### config.mk
export PLATFORM = sky130hd
export DESIGN_NAME = ofs_pcie_ss_rd_req_splitter
export DESIGN_NICKNAME = d
export VERILOG_FILES = /design/src/rtl/ofs_pcie_ss_rd_req_splitter.sv
export SDC_FILE = /design/constraint.sdc
export NUM_CORES = 1
export LEC_CHECK = 0
export ABC_CLOCK_PERIOD_IN_PS = 13650
export CORE_MARGIN = 2
export CORE_UTILIZATION = 47
export DETAILED_ROUTE_END_ITERATION = 16
export PLACE_DENSITY = 0.66
export SLEW_MARGIN = 10
export SYNTH_ARGS = -nofsm -noshare
export SYNTH_HDL_FRONTEND = slang
export SYNTH_SLANG_ARGS = --single-unit
export TNS_END_PERCENT = 10
### constraint.sdc
create_clock -name clk -period 13.65 [get_ports clk]
set_clock_uncertainty 0.2 [all_clocks]
set_input_delay 1.365 -clock clk [delete_from_list [all_inputs] [get_ports clk]]
set_output_delay 1.365 -clock clk [all_outputs]
set_load 0.05 [all_outputs]
### src/rtl/ofs_pcie_ss_rd_req_splitter.sv
// Splits large DMA reads into PCIe MRd requests bounded by MAX_RD_REQ_BYTES
// alignment, tagging each from a bitmap-managed pool freed by the completion path.
module ofs_pcie_ss_rd_req_splitter #(
  parameter int MAX_RD_REQ_BYTES = 512,
  parameter int MAX_TAGS         = 256,
  parameter int ADDR_WIDTH       = 64,
  parameter int LEN_WIDTH        = 24,
  parameter int TAG_WIDTH        = $clog2(MAX_TAGS)
) (
  input  logic                  clk,
  input  logic                  rst_n,
  input  logic                  req_valid,
  output logic                  req_ready,
  input  logic [ADDR_WIDTH-1:0] req_addr,
  input  logic [LEN_WIDTH-1:0]  req_len,
  output logic                  out_valid,
  input  logic                  out_ready,
  output logic [ADDR_WIDTH-1:0] out_addr,
  output logic [10:0]           out_len_dw,
  output logic [TAG_WIDTH-1:0]  out_tag,
  output logic                  out_last,
  input  logic                  tag_free_valid,
  input  logic [TAG_WIDTH-1:0]  tag_free_tag,
  output logic [TAG_WIDTH:0]    tags_in_use,
  output logic                  err_bad_free,
  output logic                  err_zero_len
);

  localparam int OFFW = $clog2(MAX_RD_REQ_BYTES);
  localparam logic [TAG_WIDTH:0] ONE = 1;

  typedef enum logic {IDLE, SPLIT} state_e;

  state_e                state_q, state_d;
  logic [ADDR_WIDTH-1:0] cur_addr_q, cur_addr_d;
  logic [LEN_WIDTH-1:0]  rem_q, rem_d;
  logic [MAX_TAGS-1:0]   bitmap_q, bitmap_d;
  logic [TAG_WIDTH:0]    in_use_q, in_use_d;
  logic                  out_valid_q, out_valid_d;
  logic [ADDR_WIDTH-1:0] out_addr_q, out_addr_d;
  logic [10:0]           out_len_q, out_len_d;
  logic [TAG_WIDTH-1:0]  out_tag_q, out_tag_d;
  logic                  out_last_q, out_last_d;
  logic                  err_bad_q, err_bad_d;
  logic                  err_zero_q, err_zero_d;

  logic [LEN_WIDTH-1:0]  room, chunk;
  logic                  any_free, issue, is_last, accept, free_ok;
  logic [TAG_WIDTH-1:0]  alloc_tag;

  // Bytes left before the next MAX_RD_REQ_BYTES boundary
  assign room    = LEN_WIDTH'(MAX_RD_REQ_BYTES) - LEN_WIDTH'(cur_addr_q[OFFW-1:0]);
  assign chunk   = (rem_q < room) ? rem_q : room;
  assign is_last = (rem_q == chunk);

  assign req_ready = rst_n && (state_q == IDLE);
  assign accept    = req_valid && req_ready;
  assign issue     = (state_q == SPLIT) && (!out_valid_q || out_ready) && any_free;
  assign free_ok   = tag_free_valid && bitmap_q[tag_free_tag];
  assign err_bad_d = tag_free_valid && !bitmap_q[tag_free_tag];

  // Lowest-index free tag; only registered bitmap state is visible, so a tag
  // freed this cycle becomes allocatable next cycle.
  always_comb begin
    any_free  = 1'b0;
    alloc_tag = '0;
    for (int i = MAX_TAGS-1; i >= 0; i--) begin
      if (!bitmap_q[i]) begin
        any_free  = 1'b1;
        alloc_tag = TAG_WIDTH'(i);
      end
    end
  end

  always_comb begin
    state_d     = state_q;
    cur_addr_d  = cur_addr_q;
    rem_d       = rem_q;
    out_valid_d = out_valid_q && !out_ready;
    out_addr_d  = out_addr_q;
    out_len_d   = out_len_q;
    out_tag_d   = out_tag_q;
    out_last_d  = out_last_q;
    err_zero_d  = 1'b0;
    case (state_q)
      IDLE: begin
        if (accept) begin
          if (req_len == '0) begin
            err_zero_d = 1'b1;
          end else begin
            cur_addr_d = req_addr;
            rem_d      = req_len;
            state_d    = SPLIT;
          end
        end
      end
      SPLIT: begin
        if (issue) begin
          out_valid_d = 1'b1;
          out_addr_d  = cur_addr_q;
          out_len_d   = 11'(chunk >> 2);
          out_tag_d   = alloc_tag;
          out_last_d  = is_last;
          cur_addr_d  = cur_addr_q + ADDR_WIDTH'(chunk);
          rem_d       = rem_q - chunk;
          if (is_last) state_d = IDLE;
        end
      end
      default: state_d = IDLE;
    endcase
  end

  always_comb begin
    bitmap_d = bitmap_q;
    if (issue)   bitmap_d[alloc_tag]    = 1'b1;
    if (free_ok) bitmap_d[tag_free_tag] = 1'b0;
    case ({issue, free_ok})
      2'b10:   in_use_d = in_use_q + ONE;
      2'b01:   in_use_d = in_use_q - ONE;
      default: in_use_d = in_use_q;
    endcase
  end

  always_ff @(posedge clk or negedge rst_n) begin
    if (!rst_n) begin
      state_q     <= IDLE;
      cur_addr_q  <= '0;
      rem_q       <= '0;
      bitmap_q    <= '0;
      in_use_q    <= '0;
      out_valid_q <= 1'b0;
      out_addr_q  <= '0;
      out_len_q   <= '0;
      out_tag_q   <= '0;
      out_last_q  <= 1'b0;
      err_bad_q   <= 1'b0;
      err_zero_q  <= 1'b0;
    end else begin
      state_q     <= state_d;
      cur_addr_q  <= cur_addr_d;
      rem_q       <= rem_d;
      bitmap_q    <= bitmap_d;
      in_use_q    <= in_use_d;
      out_valid_q <= out_valid_d;
      out_addr_q  <= out_addr_d;
      out_len_q   <= out_len_d;
      out_tag_q   <= out_tag_d;
      out_last_q  <= out_last_d;
      err_bad_q   <= err_bad_d;
      err_zero_q  <= err_zero_d;
    end
  end

  assign out_valid    = out_valid_q;
  assign out_addr     = out_addr_q;
  assign out_len_dw   = out_len_q;
  assign out_tag      = out_tag_q;
  assign out_last     = out_last_q;
  assign tags_in_use  = in_use_q;
  assign err_bad_free = err_bad_q;
  assign err_zero_len = err_zero_q;

endmodule
==> qor.yml <==
drt_pass1_iterations: 6
netlist_instances: 3235
die_x_um: 250
clk_pin_slew_ns: 0.06
nNetsFinal: 3485
leakagePower_nw: 13.0
reg2reg_depth: 21
worst_slew_pin_slew_ns: 1.26
crit_path_end_kind: "flip-flop"
wl_per_cell_um: 28.6
max_freq_mhz: 139
clockBufferDepth: 3
fin_setup_tns_ns: 0
start_util: 0.473
synth_edf_count: 0
grt_max_degree: 81
ctsResizeCount: 0
yosys.area.top_type: "dfrtp_1"
overflow: 0
synth_top_cell_area_share: 0.388
ys_types: 95
status: "completed"
layout_common_cells: "dfrtp_1 (440), nand2_1 (393), a21oi_1 (263), clkdlybuf4s50_1 (194), nor2_1 (187)"
ys.flop_type: "dfrtp_1"
hp-class: "reg2reg"
worstPathRequired_ns: 14.01
min_path_cells: 2
antenna_left: 0
dieArea_um2: 62400
cts.sinks: 441
dieHeight_um: 250
final_common_cell: "dfrtp_1"
maxCapViolCount: 0
routed_wl_um: 119000
async_reset_ff_frac: 1.00
avgSynthCellArea_um2: 8.78
drt_iter0_markers: 3220
cts_tree: "yes"
numCtsBuffers: 52
synth-seq-area-share: 0.388
track_usage: 0.374
post_cts_buffers: 0
gp_congestion: 1.03
htreeDepth: 2
slew_headroom: 0.135
finalPower_w: 0.00645
numPortBuffers: 197
antenna_found_initial: 3
hold_viol: 0
drive_gt1_frac: 0.0741
startpoint_type: "input pin"
min_period_ns: 7.21
grt_pass1_vias: 27800
crit_type: "in2reg"
finalSetupViolCount: 0
vias: 28800
cts_root_buffer: "clkbuf_16"
ir_worst_vdd_mv: 0.156
crit_path_max_fanout: 16
ys_warn_count: 0
num_rows: 90
cp_data_arrival_time_ns: 7.56
synth_area_um2: 28400
rsz0062_at_grt: "no"
grt_pass1_wl_um: 179000
powerDensity_nw_per_um2: 197
final.fill_count: 5479
ioPinCount: 198
via_per_inst: 6.94
core_area_um2: 60000
fin_crit_sh: 0.528
area_growth_pct: 15.2
dp_hpwl_um: 81600
cts_hold_buf: 0
drc_errors: 0
clk_latency_ns: 0.64
drv_slew: 0
synth-seq-cells: 441
ys_top_cells_by_area: "dfrtp_1 (39%), nand2_1 (5.2%), a21oi_1 (4.6%), mux4_2 (4.0%), mux2i_1 (2.8%)"
==> power breakdown <==
group	total [W]	leakage (nW)	switching [W]	internal [W]
registers	0.00182	5.48	0.000274	0.00155
clock network	0.00151	0.901	0.000607	0.000904
logic	0.00312	6.60	0.00217	0.000947
total	0.00645	13.0	0.00305	0.00340
==> Yosys cell counts (81+ instances only) <==
master,number
a31oi_1,93
nand2_1,394
clkbuf_1,126
nor3_1,141
nand3_1,103
a21oi_1,263
a2bb2oi_1,81
dfrtp_1,441
nand4_1,120
inv_1,102
o21ai_0,140
nor2_1,188
==> path summary, 6_finish.rpt <==
kind / endpoint / slack, ns / from
min in group asynchronous: bitmap_q[249]$_DFF_PN0_ / 0.43 / rst_n
worst max register to register: cur_addr_q[47]$_DFFE_PN0P_ / 6.68 / cur_addr_q[3]$_DFFE_PN0P_
max in group asynchronous: bitmap_q[154]$_DFF_PN0_ / 10.59 / rst_n
worst min register to register: out_addr[38]$_DFFE_PN0P_ / 0.27 / out_addr[38]$_DFFE_PN0P_
worst min-delay path: out_addr[38]$_DFFE_PN0P_ / 0.27 / out_addr[38]$_DFFE_PN0P_
worst max-delay path: tags_in_use[8]$_DFFE_PN0P_ / 6.44 / tag_free_tag[2]
==> sequential cells by signal, indices dropped and copies added, names as in the netlist, 8 cells and up <==
register,cells
rem_q,24
out_len_dw,11
tags_in_use,9
out_addr,64
cur_addr_q,64
bitmap_q,256
out_tag,8
==> final cells by class <==
type	count	area (um^2)	share of cell area
repair buffers	247	2350	0.0717
multi-input cells	2488	16100	0.493
inverters	104	393	0.0120
clock inverters	21	342	0.0104
clock buffers	72	1510	0.0460
flip-flops and latches	441	11000	0.337
diodes	2	5.00	0.000153
well taps	782	978	0.0299
==> critical path, cell delays in order <==
cell,delay [ns]
clkdlybuf4s50_1,1.05
nor2b_1,1.02
a22oi_1,0.17
a21oi_1,0.36
nor3_1,0.14
and4_1,0.22
o211ai_1,0.22
and2_1,0.19
buf_4,0.24
ha_1,0.56
xor2_1,0.14
ha_1,0.23
nor3b_1,0.14
o21ai_0,0.27
a21bo_2,0.20
a21oi_1,0.06
a21oi_1,0.25
nand2b_1,0.10
a211o_1,0.29
a21oi_1,0.18
xor2_1,0.17
==> logic make-up after synthesis <==
group,share of synthesized area
muxes,0.0687
other,0.000132
and+or+nand+nor,0.214
AOI/OAI and AO/OA,0.243
adders and majority gates,0.0225
DFF,0.388
xor gates and xnor gates,0.0142
buffers and inverters,0.0487
==> layer usage <==
layer / track usage / vias to the layer above / part of all wire
met5: 0 / - / 0.00011
met2: 0.573 / 1706 / 0.44
met4: 0.225 / 2 / 0.067
li1: - / 12500 / -
met3: 0.0770 / 420 / 0.096
met1: 0.490 / 14200 / 0.39
==> per-stage QoR <==
step	util	setup slack (ns)	instances	area (um^2)	hold slack (ns)
4_1_cts	0.545	6.36	4155	32700	0.278
3_5_place_dp	0.515	6.03	4062	30900	0.262
2_1_floorplan	-	7.58	3248	28500	0.263
6_report	0.546	6.44	4157	32700	0.273
3_3_place_gp	0.515	6.12	4062	30900	0.257
5_1_grt	0.545	6.16	4156	32700	0.290
Power figures use the tool's default switching activity.
